[src/rtl/imem_fetch_ctrl.sv]
// Instruction-fetch sequencer: owns the PC, reads a combinational imem and hands words to decode.
// Optional IFETCH_PERF_CNT_EN adds fetch_cnt / flush_cnt performance counters.
module imem_fetch_ctrl #(
   parameter logic [31:0] RESET_PC  = 32'h0000_0000,
   parameter int unsigned MEM_BYTES = 128
) (
   input  logic        clk,
   input  logic        rst,
   output logic        imem_reg,
   output logic [31:0] imem_addr,
   input  logic [31:0] imem_data,
   output logic        if_valid,
   input  logic        if_ready,
   output logic [31:0] if_instr,
   output logic [31:0] if_pc,
   input  logic        redirect_valid,
   input  logic [31:0] redirect_pc,
   input  logic        halt,
   output logic        fetch_fault
`ifdef IFETCH_PERF_CNT_EN
   ,
   output logic [31:0] fetch_cnt,
   output logic [31:0] flush_cnt
`endif
);

   typedef enum logic [1:0] {StIdle, StFetch, StFault} state_e;

   state_e      state_q, state_d;
   logic [31:0] pc_q, pc_d;
   logic [31:0] instr_q, instr_d;
   logic [31:0] ipc_q, ipc_d;
   logic        valid_q, valid_d;
   logic        fault_q, fault_d;
   logic        fire;
   logic        flush;

   // Widened add so a PC near 2^32 cannot wrap into the legal range.
   function automatic logic addr_ok(input logic [31:0] a);
      logic [32:0] last_byte;
      last_byte = {1'b0, a} + 33'd3;
      return (a[1:0] == 2'b00) && (last_byte < 33'(MEM_BYTES));
   endfunction

   always_comb begin
      state_d = state_q;
      pc_d    = pc_q;
      instr_d = instr_q;
      ipc_d   = ipc_q;
      valid_d = valid_q;
      fault_d = fault_q;
      fire    = 1'b0;
      flush   = 1'b0;
      case (state_q)
         StIdle: state_d = StFetch;
         StFetch, StFault: begin
            if (redirect_valid) begin
               flush   = valid_q;
               pc_d    = redirect_pc;
               valid_d = 1'b0;
               if (addr_ok(redirect_pc)) begin
                  state_d = StFetch;
                  fault_d = 1'b0;
               end else begin
                  state_d = StFault;
                  fault_d = 1'b1;
               end
            end else begin
               if (valid_q && if_ready) valid_d = 1'b0;
               if (state_q == StFetch && !halt) begin
                  if (!addr_ok(pc_q)) begin
                     state_d = StFault;
                     fault_d = 1'b1;
                  end else if (!valid_q || if_ready) begin
                     fire    = 1'b1;
                     instr_d = imem_data;
                     ipc_d   = pc_q;
                     valid_d = 1'b1;
                     pc_d    = pc_q + 32'd4;
                  end
               end
            end
         end
         default: state_d = StIdle;
      endcase
   end

   always_ff @(posedge clk) begin
      if (rst) begin
         state_q <= StIdle;
         pc_q    <= RESET_PC;
         instr_q <= 32'h0;
         ipc_q   <= 32'h0;
         valid_q <= 1'b0;
         fault_q <= 1'b0;
      end else begin
         state_q <= state_d;
         pc_q    <= pc_d;
         instr_q <= instr_d;
         ipc_q   <= ipc_d;
         valid_q <= valid_d;
         fault_q <= fault_d;
      end
   end

`ifdef IFETCH_PERF_CNT_EN
   logic [31:0] fetch_cnt_q, flush_cnt_q;

   always_ff @(posedge clk) begin
      if (rst) begin
         fetch_cnt_q <= 32'h0;
         flush_cnt_q <= 32'h0;
      end else begin
         if (fire)  fetch_cnt_q <= fetch_cnt_q + 32'd1;
         if (flush) flush_cnt_q <= flush_cnt_q + 32'd1;
      end
   end

   assign fetch_cnt = fetch_cnt_q;
   assign flush_cnt = flush_cnt_q;
`else
   logic unused_flush;
   assign unused_flush = flush;
`endif

   assign imem_reg    = fire && !rst;
   assign imem_addr   = pc_q;
   assign if_valid    = valid_q;
   assign if_instr    = instr_q;
   assign if_pc       = ipc_q;
   assign fetch_fault = fault_q;

endmodule

[config.mk]
export PLATFORM = sky130hd
export DESIGN_NAME = imem_fetch_ctrl
export DESIGN_NICKNAME = d
export VERILOG_FILES = /design/src/rtl/imem_fetch_ctrl.sv
export SDC_FILE = /design/constraint.sdc
export NUM_CORES = 1
export LEC_CHECK = 0
export CORE_MARGIN = 2
export CORE_UTILIZATION = 45
export DETAILED_ROUTE_END_ITERATION = 8
export PLACE_DENSITY = 0.81
export RECOVER_POWER = 25
export SETUP_SLACK_MARGIN = 0.02
export SLEW_MARGIN = 10
export SYNTH_ARGS = -nofsm -noshare
export SYNTH_HDL_FRONTEND = slang
export SYNTH_SLANG_ARGS = --single-unit
[constraint.sdc]
create_clock -name clk -period 3.85 [get_ports clk]
set_clock_uncertainty 0.2 [all_clocks]
set_input_delay 0.5775 -clock clk [delete_from_list [all_inputs] [get_ports clk]]
set_output_delay 0.5775 -clock clk [all_outputs]
set_load 0.02 [all_outputs]
==> run_results.csv <==
group,metric,value,unit
drt,drt_iter0_drc,312,
timing,fmax,272,MHz
timing,rsz0062_at_grt,"false",
clock_tree,clk_pin_slew,0.10,ns
worst_setup_path,crit_type,"flop to primary output",
clock_tree,numCtsBuffers,9,
run,maxCapViolations,0,
logic_synthesis,syn_area,0.00456,mm^2
grt,grt_overflow,0,
power,max-vdd-ir-drop,0.333,mV
timing,tightest_slew,0.953,ns
grt,grtUsageTotal,26.1,%
hold_path,min_path_type,"flop to flop",
floorplan,die_y,105,um
final_layout,instances_no_fill,849,
timing,slew_violations,0,
worst_setup_path,cp_max_fo,8,
logic_synthesis,avgSynthCellArea,8.61,um^2
clock_tree,root_buffer,"clkbuf_8",
clock_tree,htreeDepth,3,
status,outcome,"complete, no violations",
logic_synthesis,yosys.area.top_type_share,43.9,%
drt,firstDrtPassIters,7,
drt,highest_layer,"met4",
drt,wl_met2,6.83,mm
floorplan,fp-row-count,36,
floorplan,die_w,105,um
worst_setup_path,critical_path_arrival,2.90,ns
timing,period_share,95.5,%
drt,met3_length,1.41,mm
clock_tree,cts_tree,"built",
logic_synthesis,yosys.area_share.xor_xnor,0.768,%
drt,dr_total_vias,4666,
final_layout,area_delta_synth_final,48.3,%
drt,wirelength,14.5,mm
logic_synthesis,yosysSeqAreaShare,43.9,%
drt,drc,0,
clock_tree,clock_path_buffers,2,
floorplan,ios,168,
floorplan,core,0.00982,mm^2
drt,viasPerCell,5.50,
clock_tree,clk_latency,0.37,ns
floorplan,initial_core_util,46.5,%
logic_synthesis,synthMuxAreaShare,9.21,%
logic_synthesis,synth-main-ff-cell,"dfxtp_1",
power,p_leak,2.54,nW
grt,grt_max_degree,76,
drt,wl_per_cell,17.1,um
logic_synthesis,async_flop_share,0,%
logic_synthesis,synth_commonest_cells,"dfxtp_1 (100), nand2_1 (68), nor2_1 (58), mux2i_1 (42), and2_1 (35)",
worst_setup_path,crit_required,3.07,ns
logic_synthesis,synth-seq-cells,100,
place,dpl.hpwl,10.8,mm
logic_synthesis,synth_adder_area_share,1.10,%
timing,slew_headroom,36.3,%
logic_synthesis,synthSimpleGateAreaFrac,29.6,%
power,p_per_area,457,mW/mm^2
logic_synthesis,syn_nets,603,
floorplan,design.die.area,0.0110,mm^2
timing,hold_violations,0,
logic_synthesis,yosysTopAreaCell,"dfxtp_1",
clock_tree,cts_sinks,100,
drt,ant_nets,0,
logic_synthesis,ys_warn_count,0,
logic_synthesis,synthTopCellsByArea,"dfxtp_1 (44%), mux2i_1 (9.2%), nand2_1 (5.6%)",
grt,grt_pass1_wl,23.1,mm
logic_synthesis,synth_compound_area_share,11.9,%
logic_synthesis,synth_top_family_by_area,"simple AND/OR/NAND/NOR gates",
logic_synthesis,synth_edf_count,0,
logic_synthesis,synth_cells,530,
final_layout,insertedDiodeCount,0,
timing,fin_setup_tns,0,ns
place,portBuffers,167,
drt,wl_met1,5.88,mm
final_layout,nNetsFinal,784,
timing,finalCriticalPeriod,3.68,ns
timing,setup_viol,0,
place,dp_cells,828,
logic_synthesis,yosysMostFrequentCell,"dfxtp_1",
worst_setup_path,critPathLaunchType,"flop",
final_layout,drive_gt1_share,9.50,%
grt,grt_pass1_vias,4556,
place,place.gp.congestion,0.926,
worst_setup_path,worst_setup_path_end_kind,"primary output",
grt,antenna_found_initial,0,
logic_synthesis,yosysUniqueCellTypes,58,
[power by group]
group	internal, mW	switching, mW
clock network	0.345	0.384
registers	1.13	0.111
logic	0.506	0.619
[sequential cells by signal, indices dropped and copies added, names as in the netlist]
name / count
fetch_fault: 1
if_pc: 32
if_instr: 32
imem_addr: 32
if_valid: 1
state_q: 2
[per-stage QoR]
stage          hold slack [ns]  power, mW  worst slack (ns)  cell area (um^2)  utilization [%]
2_1_floorplan            0.276       1.84             0.285              4560                -
3_3_place_gp             0.242       2.30             0.114              6470             65.9
3_5_place_dp             0.243       2.33            0.0600              6470             65.9
4_1_cts                  0.271       3.05            0.0227              6710             68.3
5_1_grt                  0.276       3.25            0.0160              6770             68.9
6_report                 0.263       3.10             0.174              6770             68.9
[cells in the final DEF, fill, tap and decap left out, drive strengths merged, types with 15 or more instances in the layout]
cell type | synthesis | layout
clkdlybuf4s50 | 0 | 116
nand2 | 68 | 68
nor2 | 58 | 58
buf | 7 | 33
nor4 | 15 | 15
and2 | 35 | 35
nand4 | 19 | 19
nor3 | 16 | 16
dlygate4sd3 | 0 | 49
nand3 | 18 | 18
a21oi | 31 | 31
dfxtp | 100 | 100
mux2i | 42 | 42
[cells by family (layout without fill, tap and decap cells)]
kind of cell	Yosys count	after routing
XOR/XNOR	4	4
multiplexers	42	42
adder cells (fa/ha/maj)	4	4
AO/OA/AOI/OAI	83	83
AND/OR/NAND/NOR	261	261
buffers and inverters	36	222
flip-flops	100	100
[critical path, cell delays in order, from the launching register on]
cell and delay (ns):
dfxtp_1 0.42, nand4_4 0.18, or4_4 0.59, o31a_1 0.33
a211oi_2 0.22, nand4_1 0.21, nor3_4 0.24, nand2_1 0.09
nor2_1 0.10, buf_4 0.15
[final timing paths]
path / startpoint / end / slack [ns] / cells after the start
max: imem_addr[6] / imem_reg / 0.17 / 9
min: if_pc[19] / if_pc[19] / 0.26 / 1
max reg2reg: imem_addr[6] / imem_addr[4] / 0.42 / 10
min reg2reg: if_pc[19] / if_pc[19] / 0.26 / 1
[layer usage]
layer  GRT usage (%)  vias up
met2            42.4      214
met1            31.1     2175
met5               0        -
met3            9.23       31
li1                -     2246
met4            11.6        0
[repair_timing]
item | CTS | global route
hold buffers | 0 | 0
hold endpoints to repair | 0 | 0
pin swaps | 2 | 6
resized for setup | 5 | 13
endpoints found under the setup margin | 1 | 1
cloned | 0 | 0
buffers inserted | 1 | 4
[area by class of cell]
cell class	instances	area, um^2
Tap cell	133	166
Multi-Input combinational cell	394	2440
Inverter	8	30.0
Sequential cell	100	2010
Clock buffer	11	151
Fill cell	819	3050
Timing Repair Buffer	198	1910
Clock inverter	5	66.3
(Power assumes the default switching activity.)
